$ cat config.mk
export PLATFORM = sky130hd
export DESIGN_NAME = epc_master_arb
export DESIGN_NICKNAME = d
export VERILOG_FILES = /design/src/rtl/epc_master_arb.sv
export SDC_FILE = /design/constraint.sdc
export NUM_CORES = 1
export LEC_CHECK = 0
export ABC_AREA = 1
export CAP_MARGIN = 10
export CORE_MARGIN = 3
export CORE_UTILIZATION = 39
export CTS_CLUSTER_SIZE = 24
export DETAILED_ROUTE_END_ITERATION = 8
export PLACE_DENSITY = 0.81
export RECOVER_POWER = 25
export SKIP_CTS_REPAIR_TIMING = 1
export SLEW_MARGIN = 20
export SYNTH_ARGS = -nofsm -noshare
export SYNTH_HDL_FRONTEND = slang
export SYNTH_SLANG_ARGS = --single-unit
$ cat constraint.sdc
create_clock -name EPC_INTF_clk -period 1.8 [get_ports EPC_INTF_clk]
set_input_delay 0.36 -clock EPC_INTF_clk [delete_from_list [all_inputs] [get_ports EPC_INTF_clk]]
set_output_delay 0.36 -clock EPC_INTF_clk [all_outputs]
set_load 0.05 [all_outputs]
$ cat src/rtl/epc_master_arb.sv
// epc_master_arb
// Round-robin arbiter and single-word EPC bus sequencer. Up to NREQ internal
// requesters share one EPC master port. Each granted request becomes one
// non-burst EPC cycle: IDLE -> ADDR -> STROBE -> WAIT* -> DONE -> IDLE.
//
// Ports
//   EPC_INTF_clk, EPC_INTF_rst : clock, synchronous active-high reset
//   req_valid/rnw/addr/wdata/be : per-requester request, packed 32/4 bits per index
//   req_ack, rsp_err, rsp_rdata : one-cycle completion to the granted requester
//   busy                        : high from ADDR through DONE
//   EPC_INTF_*                  : big-endian EPC master pins (addr/data [0:31], be [0:3])
//
// The EPC vectors are declared [0:N] so plain assignment from an internal
// [N:0] vector maps internal bit k onto EPC bit N-k.
module epc_master_arb #(
    parameter int NREQ    = 2,
    parameter int TIMEOUT = 64
) (
    input  logic               EPC_INTF_clk,
    input  logic               EPC_INTF_rst,
    input  logic [NREQ-1:0]    req_valid,
    input  logic [NREQ-1:0]    req_rnw,
    input  logic [NREQ*32-1:0] req_addr,
    input  logic [NREQ*32-1:0] req_wdata,
    input  logic [NREQ*4-1:0]  req_be,
    output logic [NREQ-1:0]    req_ack,
    output logic               rsp_err,
    output logic [31:0]        rsp_rdata,
    output logic               busy,
    output logic [0:0]         EPC_INTF_cs_n,
    output logic               EPC_INTF_ads,
    output logic [0:31]        EPC_INTF_addr,
    output logic [0:3]         EPC_INTF_be,
    output logic               EPC_INTF_rnw,
    output logic               EPC_INTF_rd_n,
    output logic               EPC_INTF_wr_n,
    output logic               EPC_INTF_burst,
    output logic [0:31]        EPC_INTF_data_o,
    output logic [0:31]        EPC_INTF_data_t,
    input  logic [0:31]        EPC_INTF_data_i,
    input  logic [0:0]         EPC_INTF_rdy
);

    localparam int PW = (NREQ > 1) ? $clog2(NREQ) : 1;
    localparam int CW = 10;

    typedef enum logic [2:0] {
        IDLE,
        ADDR,
        STROBE,
        WAIT,
        DONE
    } state_t;

    state_t          state_q;
    logic [PW-1:0]   ptr_q;
    logic [PW-1:0]   grant_q;
    logic [CW-1:0]   cnt_q;

    logic            found_d;
    logic [PW-1:0]   win_d;

    assign EPC_INTF_burst = 1'b0;

    // First valid requester scanning upward from ptr_q+1, wrapping at NREQ.
    always_comb begin
        found_d = 1'b0;
        win_d   = ptr_q;
        for (int unsigned k = 1; k <= NREQ; k++) begin
            int unsigned idx;
            idx = (32'(ptr_q) + k) % NREQ;
            if (!found_d && req_valid[PW'(idx)]) begin
                found_d = 1'b1;
                win_d   = PW'(idx);
            end
        end
    end

    always_ff @(posedge EPC_INTF_clk) begin
        if (EPC_INTF_rst) begin
            state_q         <= IDLE;
            ptr_q           <= PW'(NREQ - 1);
            grant_q         <= '0;
            cnt_q           <= '0;
            req_ack         <= '0;
            rsp_err         <= 1'b0;
            rsp_rdata       <= '0;
            busy            <= 1'b0;
            EPC_INTF_cs_n   <= 1'b1;
            EPC_INTF_ads    <= 1'b0;
            EPC_INTF_addr   <= '0;
            EPC_INTF_be     <= '0;
            EPC_INTF_rnw    <= 1'b1;
            EPC_INTF_rd_n   <= 1'b1;
            EPC_INTF_wr_n   <= 1'b1;
            EPC_INTF_data_o <= '0;
            EPC_INTF_data_t <= '1;
        end else begin
            req_ack <= '0;
            case (state_q)
                IDLE: begin
                    if (found_d) begin
                        // Request fields are captured here; later changes are ignored.
                        ptr_q         <= win_d;
                        grant_q       <= win_d;
                        EPC_INTF_addr <= req_addr[32*win_d +: 32];
                        EPC_INTF_be   <= req_be[4*win_d +: 4];
                        EPC_INTF_rnw  <= req_rnw[win_d];
                        if (!req_rnw[win_d]) begin
                            EPC_INTF_data_o <= req_wdata[32*win_d +: 32];
                            EPC_INTF_data_t <= '0;
                        end
                        EPC_INTF_cs_n <= 1'b0;
                        EPC_INTF_ads  <= 1'b1;
                        busy          <= 1'b1;
                        state_q       <= ADDR;
                    end
                end

                ADDR: begin
                    EPC_INTF_ads <= 1'b0;
                    if (EPC_INTF_rnw) begin
                        EPC_INTF_rd_n <= 1'b0;
                    end else begin
                        EPC_INTF_wr_n <= 1'b0;
                    end
                    cnt_q   <= '0;
                    state_q <= STROBE;
                end

                STROBE, WAIT: begin
                    // cnt_q holds the number of strobe cycles already completed,
                    // so reaching TIMEOUT-1 here means this is cycle TIMEOUT.
                    if (EPC_INTF_rdy[0] || (cnt_q == CW'(TIMEOUT - 1))) begin
                        if (EPC_INTF_rdy[0]) begin
                            rsp_err <= 1'b0;
                            if (EPC_INTF_rnw) begin
                                rsp_rdata <= EPC_INTF_data_i;
                            end
                        end else begin
                            rsp_err <= 1'b1;
                            if (EPC_INTF_rnw) begin
                                rsp_rdata <= '0;
                            end
                        end
                        EPC_INTF_cs_n    <= 1'b1;
                        EPC_INTF_rd_n    <= 1'b1;
                        EPC_INTF_wr_n    <= 1'b1;
                        EPC_INTF_data_t  <= '1;
                        req_ack[grant_q] <= 1'b1;
                        state_q          <= DONE;
                    end else begin
                        cnt_q   <= cnt_q + 1'b1;
                        state_q <= WAIT;
                    end
                end

                DONE: begin
                    busy    <= 1'b0;
                    state_q <= IDLE;
                end

                default: begin
                    state_q <= IDLE;
                end
            endcase
        end
    end

endmodule

## Word-level counts from Yosys, hierarchy flattened

Index checks and enable logic that the tools add are counted.

| word-level totals | value |
|---|---|
| flip-flop bits (word level) | 156 |
| input port bits | 175 |
| output and inout bits | 142 |
| word-level logic and storage cells | 99 |

| cells by class | value |
|---|---|
| $add $sub $neg | 3 |
| order comparisons | 5 |
| eq/ne operators | 11 |
| shift operators | 3 |
| multiplexer cells | 35 |
| bitwise logic cells | 3 |
| reductions and logical operators | 22 |

Operators with widths:

| kind | number |
|---|---|
| two-way mux 32 bit | 6 |
| variable part select 64 x 7 -> 32 bit | 2 |
| one-hot mux 32 bit (2 select lines) | 1 |
| one-hot mux 10 bit (2 select lines) | 1 |
| two-way mux 1 bit | 17 |
| AND reduction 3 bit | 5 |
| inequality test 2 bit (second input constant) | 6 |
| adder 10 x 1 -> 10 bit (second input constant) | 1 |
| equality test 10 x 6 -> 1 bit (second input constant) | 1 |
| two-way mux 10 bit | 1 |
| one-hot mux 1 bit (2 select lines) | 5 |
| AND reduction 2 bit | 5 |
| one-hot mux 3 bit (3 select lines) | 1 |
| less-than comparator 1 x 2 -> 1 bit (second input constant) | 4 |
| nonzero test 2 bit | 4 |
| variable part select 8 x 4 -> 4 bit | 1 |
| equality test 3 x 2 -> 1 bit (second input constant) | 2 |
| two-way mux 3 bit | 2 |
| AND reduction 4 bit | 1 |
| equality test 3 x 1 -> 1 bit (second input constant) | 1 |
| equality test 3 bit (second input constant) | 1 |
| logical NOT 3 bit | 1 |
| inverter 1 bit | 3 |
| OR reduction 3 bit | 1 |
| other kinds (7) | 9 |

## Depth between registers and ports, before layout

Gate-level depths: netlist of the first run.

| logic depth | value |
|---|---|
| depth after elaboration | 12 |
| gate-level depth with buffers | 10 |
| depth with buffers taken out | 9 |

## Worst setup path after synthesis of the first run

OpenSTA, ideal clock, no wires.

| path | value |
|---|---|
| path type | reg-to-output |
| from | register, netlist name EPC_INTF_data_t[1] |
| to | output EPC_INTF_data_t[0] (netlist name) |
| data arrival time | 1.463 ns |
| required time | 1.440 ns |
| path slack | -0.023 ns |
| stages on the path, launching flop included | 2 |
| path buffers | 1 |
| path through | dfxtp_1 -> buf_4 |

RTL lines:

| item | RTL line | text |
|---|---|---|
| end: declaration | 39 | `output logic [0:31] EPC_INTF_data_t,` |

==> metrics.yaml, run 1 <==
fin_worst_skew_ns: 0.008238
drt_iter0_drc: 326
synth_edf_count: 0
worst_hold_startpoint: "rsp_rdata[23]"
cp.arrival_ns: 1.35
cellLeakagePower_nw: 3.933
die-area_um2: 15980
synth_largest_area_cell: "dfxtp_1"
min_period_ns: 1.705
postRouteAntennaNets: 0
power_density_nw_per_um2: 1245
gr-total-overflow: 0
grt_max_degree: 39
fillers: 1175
sequentialPowerShare_pct: 28.7
setup.worst_path.class: "flip-flop to primary output"
wire_per_inst_um: 15.21
first_pass_iters: 4
dpl.hpwl_um: 14190
synth.most_common_cell: "nand2_1"
switchingPower_w: 0.004511
grt_antenna_before_repair: 1
routed_wl_um: 19310
synth_ff_type: "dfxtp_1"
synth_compound_area_share_pct: 15.29
ctsRootBufferMaster: "clkbuf_16"
crit_path_start_kind: "flip-flop"
swShare_pct: 38.61
yosysWarnings: 0
io_pins: 317
synth-seq-cells: 125
track_usage_pct: 23.31
hold_end: "rsp_rdata[23]"
synth_common_cells: "253 x nand2_1, 125 x dfxtp_1, 84 x nor2_1, 48 x a21oi_1, 41 x o21ai_0"
syn2layout_area_growth_pct: 65.97
p_int_w: 0.007174
worstPathCellList: "buf_12, buf_12"
path_max_fanout: 31
vias: 6390
fp.dieW_um: 126.4
ff_latch_area_um2: 2504
min_period_over_period_pct: 94.73
cp_slowest_stage_delay_ns: 0.38
peakVddDrop_v: 0.0007801
stdcell_area_um2: 9384
die_y_um: 126.4
hold_violations: 0
slowest_stage: "dfxtp_2"
yosys-top-cells-area: "dfxtp_1 44%, nand2_1 17%, nor2_1 5.6%"
whs_path_depth: 2
drv_slew: 0
synth_simple_gate_area_share_pct: 29.14
synth_xor_area_share_pct: 0.3098
core_area_um2: 14040
utilization_pct: 66.83
async_flop_share_pct: 0
required_ns: 1.44
drc_errors: 0
r2r-start: "state_q[1]"
setup_viol: 0
synth_cell_types: 33
drive_gt1_share_pct: 14.42
outcome: "completed"
cts.sinks: 125
multi_input_area_um2: 2559
clkTransAtPathRegs_ns: 0.05
grt_pass1_vias: 5922
clock_path_buffers: 2
cts_tree: "done"
reg2reg_depth: 9
syn_area_um2: 5654
drv_cap: 0
cp_common_cell: "buf_12"
synth_cells: 799
cts_max_level: 4
synth_nets: 975
comb_power_share_pct: 41.2
clkPwrFrac_pct: 30.0
yosysTopAreaCellShare_pct: 44.26
numCtsBuffers: 17
r2r-end: "EPC_INTF_data_o[11]"
synth_fa_ha_area_share_pct: 0.2213
crit_path_end_kind: "primary output"
max_slew_margin_pct: 56.38
numPortBuffers: 315
synth_top_family_by_area: "simple AND/OR/NAND/NOR gates"
synth_mux_area_share_pct: 0
start_util_pct: 40.27
rsz0062_at_grt: "no"
max_clock_freq_mhz: 586.4
reg2reg_slack_ns: 0.15
placed_cell_area_um2: 9010
nets: 1252
place_congestion: 0.8710
rows: 43
ys_seq_area_share_pct: 44.26
avgViaCountPerCell: 5.031
avgSynthCellArea_um2: 7.077
clk_latency_ns: 0.41
min_path_type: "flip-flop to flip-flop"
grt_first_pass_wirelength_um: 30200
worstMarginPinSlew_ns: 0.6569
-- cell usage in the layout, fill, tap and decap left out, types with 6 or more instances in the layout --
cell type	netlist	final
nand2_1	253	253
clkdlybuf4s50_1	0	174
dfxtp_1	125	124
nor2_1	84	84
clkbuf_1	31	65
buf_4	35	64
a21oi_1	48	48
buf_12	0	47
o21ai_0	41	41
a31oi_1	36	36
nand4_1	35	35
o21ai_1	31	31
clkbuf_16	0	17
inv_1	17	15
nand3_1	12	12
inv_2	4	6
-- stage by stage --
step | hold WS (ns) | setup WS [ns] | std cells | total power (W) | TNS [ns]
final | 0.4584 | 0.09482 | 1270 | 0.01168 | 0
after global routing | 0.4728 | 0.02506 | 1270 | 0.01218 | 0
after CTS | 0.4616 | 0.08079 | 1269 | 0.01192 | 0
after detailed placement | 0.4513 | -0.1818 | 1237 | 0.008380 | -5.573
after global placement | 0.4346 | -0.08879 | 1237 | 0.008336 | -2.523
after floorplan | 0.4166 | 0.2687 | 799 | 0.006376 | 0
-- final cells by class --
type                    count  area share, %
repair buffers            349          36.27
clock inverters            10          1.467
flip-flops and latches    125          26.68
clock buffers              22          5.053
multi-input cells         562          27.27
inverters                  21         0.8400
diodes                      1        0.02667
well taps                 180          2.400
-- how the worst max path moves through the flow --
| stage | depth (start not counted) | slack (ns) | start | end |
|---|---|---|---|---|
| floorplan | 4 | 0.27 | EPC_INTF_rnw | rsp_rdata[10] |
| global placement | 11 | -0.09 | req_valid[1] | EPC_INTF_data_o[2] |
| detailed placement | 11 | -0.18 | req_valid[1] | EPC_INTF_data_o[18] |
| CTS | 2 | 0.08 | EPC_INTF_data_t[1] | EPC_INTF_data_t[15] |
| global route | 8 | 0.03 | cnt_q[3] | rsp_rdata[15] |
| finish | 2 | 0.09 | EPC_INTF_data_t[1] | EPC_INTF_data_t[15] |
-- cells by family (layout without fill, tap and decap cells) --
group,Yosys count,after routing
buffers and inverters,112,402
adders and majority gates,1,1
xor gates and xnor gates,2,2
DFF,125,125
and+or+nand+nor,397,397
AOI/OAI and AO/OA,161,161
other,1,2
-- flip-flops by register name, summed over array words and instances, names as in the netlist, 2 cells and up --
register,flops
EPC_INTF_data_o,32
EPC_INTF_be,4
cnt_q,10
rsp_rdata,32
state_q,3
req_ack,2
EPC_INTF_addr,32
-- per-layer routing --
layer	GRT usage [%]	wire [µm]
met5	0	0
met4	9.338	538
met3	7.200	1942
met2	39.01	9601
met1	27.92	7231
-- power groups by stage --
stage	combinational [W]	sequential [W]	clock, W
after floorplan	0.00183	0.00454	0
after global placement	0.00494	0.00340	0
after detailed placement	0.00498	0.00340	0
after CTS	0.00499	0.00336	0.00357
after global routing	0.00508	0.00339	0.00370
final	0.00481	0.00336	0.00351
-- worst max-delay path, delay by kind of cell (launching register included) --
family / cells / cell delay (ns)
buffers and inverters: 2 / 0.53
DFF: 1 / 0.38
Power figures use the tool's default switching activity.
==> run 2, diff against run 1 <==
Settings changed: CORE_MARGIN 3 to 4.
==> metrics.yaml, run 2 (same netlist as run 1, synthesis figures left out) <==
ctsRootBufferMaster: "clkbuf_16"  # unchanged
grt_max_degree: 61  # was 39
ff_latch_area_um2: 2505  # was 2504 µm²
drc_errors: 0  # unchanged
fin_ws_ns: 0.09730  # was 0.09482 ns
use_met2_pct: 38.37  # was 39.01%
dp_slack_ns: -0.2483  # was -0.1818 ns
fp.dieW_um: 128.4  # was 126.4 µm
clock_path_buffers: 2  # unchanged
routed_wl_um: 19660  # was 19310 µm
min_path_type: "flip-flop to flip-flop"  # unchanged
setup_viol: 0  # unchanged
place_congestion: 0.8714  # was 0.8710
drive_gt1_share_pct: 14.76  # was 14.42%
worstPathCellList: "buf_12"  # was buf_12, buf_12
worstMarginPinSlew_ns: 0.6545  # was 0.6569 ns
grt_first_pass_wirelength_um: 30000  # was 30200 µm
gr-total-overflow: 0  # unchanged
grt_util_met3_pct: 8.344  # was 7.200%
crit_path_end_kind: "primary output"  # unchanged
cellLeakagePower_nw: 3.915  # was 3.933 nW
cts_max_level: 4  # unchanged
die-area_um2: 16490  # was 15980 µm²
multi_input_area_um2: 2559  # unchanged
fin_worst_skew_ns: 0.006394  # was 0.008238 ns
die_y_um: 128.4  # was 126.4 µm
io_pins: 317  # unchanged
start_util_pct: 40.27  # unchanged
cts_tree: "done"  # unchanged
layout_commonest_cell: "nand2_1"  # unchanged
max_slew_margin_pct: 56.55  # was 56.38%
slowest_stage: "dfxtp_1"  # was dfxtp_2
required_ns: 1.44  # about the same
nets: 1247  # was 1252
rsz0062_at_grt: "no"  # unchanged
antenna_cells: 0  # was 1
syn2layout_area_growth_pct: 64.33  # was 65.97%
dpl.hpwl_um: 14380  # was 14190 µm
crit_path_start_kind: "flip-flop"  # unchanged
layout_common_cells: "253 x nand2_1, 174 x clkdlybuf4s50_1, 123 x dfxtp_1, 84 x nor2_1, 66 x buf_4"  # was 253 x nand2_1, 174 x clkdlybuf4s50_1, 124 x dfxtp_1, 84 x nor2_1, 65 x clkbuf_1
drv_cap: 0  # unchanged
hold_violations: 0  # unchanged
postRouteAntennaNets: 0  # unchanged
cp.arrival_ns: 1.34  # was 1.35 ns
reg_top3: "EPC_INTF_addr: 32 flops, EPC_INTF_data_o: 32 flops, rsp_rdata: 32 flops"  # unchanged
cp_top_family: "flip-flops"  # was buffers and inverters
wire_per_inst_um: 15.55  # was 15.21 µm
fin_hold_ws_ns: 0.4521  # was 0.4584 ns
clk_latency_ns: 0.41  # about the same
core_area_um2: 14040  # unchanged
setup.worst_path.class: "flip-flop to primary output"  # unchanged
top_usage_layer: "met2"  # unchanged
drt_iter0_drc: 408  # was 326
min_period_over_period_pct: 94.59  # was 94.73%
setup-tns-final_ns: 0  # unchanged
avgViaCountPerCell: 4.949  # was 5.031
cp_slowest_stage_delay_ns: 0.71  # was 0.38 ns
numCtsBuffers: 17  # unchanged
clkTransAtPathRegs_ns: 0.06  # was 0.05 ns
rows: 43  # unchanged
first_pass_iters: 4  # unchanged
max_clock_freq_mhz: 587.3  # was 586.4 MHz
critPathBufInv: 1  # was 2
path_max_fanout: 11  # was 31
peakVddDrop_v: 0.0006592  # was 0.0007801 V
grt_antenna_before_repair: 0  # was 1
grt_pass1_vias: 6048  # was 5922
drv_slew: 0  # unchanged
vias: 6256  # was 6390
numPortBuffers: 315  # unchanged
cts.sinks: 125  # unchanged
fillers: 1246  # was 1175
track_usage_pct: 22.80  # was 23.31%
grt_use_met1_pct: 26.03  # was 27.92%
min_period_ns: 1.703  # was 1.705 ns
outcome: "completed"  # unchanged
power_density_nw_per_um2: 1242  # was 1245 nW/µm²
[run 2: path summary, 6_finish.rpt]
kind,startpoint,depth (start not counted),endpoint,slack (ns)
max,EPC_INTF_rnw,1,EPC_INTF_rnw,0.1
min,rsp_err,2,rsp_err,0.45
max reg2reg,cnt_q[0],9,rsp_rdata[29],0.19
min reg2reg,rsp_err,2,rsp_err,0.45
[run 2: layer usage]
metal	vias up	routed length, µm
li1	3157	-
met1	2776	7673
met2	288	9302
met3	35	2092
met4	0	589
met5	-	0
[run 2: tightest hold or removal path, cell delays in order, from the launching register on]
cell	delay, ns
dfxtp_1	0.31
inv_1	0.05
a21oi_1	0.05
[run 2: final cells by class]
| type | instances | share of cell area, % |
|---|---|---|
| clock buffers | 21 | 4.956 |
| clock inverters | 11 | 1.522 |
| inverters | 21 | 0.8753 |
| multi-input cells | 562 | 27.54 |
| flip-flops and latches | 125 | 26.96 |
| well taps | 180 | 2.424 |
| repair buffers | 344 | 35.73 |
[run 2: where the power goes]
part	leakage (nW)	internal (W)	switching, W	total, W
registers	1.03	0.00313	0.000223	0.00336
logic	2.60	0.00167	0.00304	0.00471
clock network	0.289	0.00224	0.00123	0.00347
total	3.91	0.00705	0.00449	0.0115
[run 2: through the flow]
step | instance area (µm²) | utilization [%] | instances | total power (W)
6_report | 9291 | 66.17 | 1264 | 0.01154
5_1_grt | 9291 | 66.17 | 1264 | 0.01207
4_1_cts | 9512 | 67.74 | 1264 | 0.01179
3_3_place_gp | 8910 | 63.45 | 1232 | 0.008235
2_1_floorplan | 5655 | - | 799 | 0.006376
3_5_place_dp | 8910 | 63.45 | 1232 | 0.008284
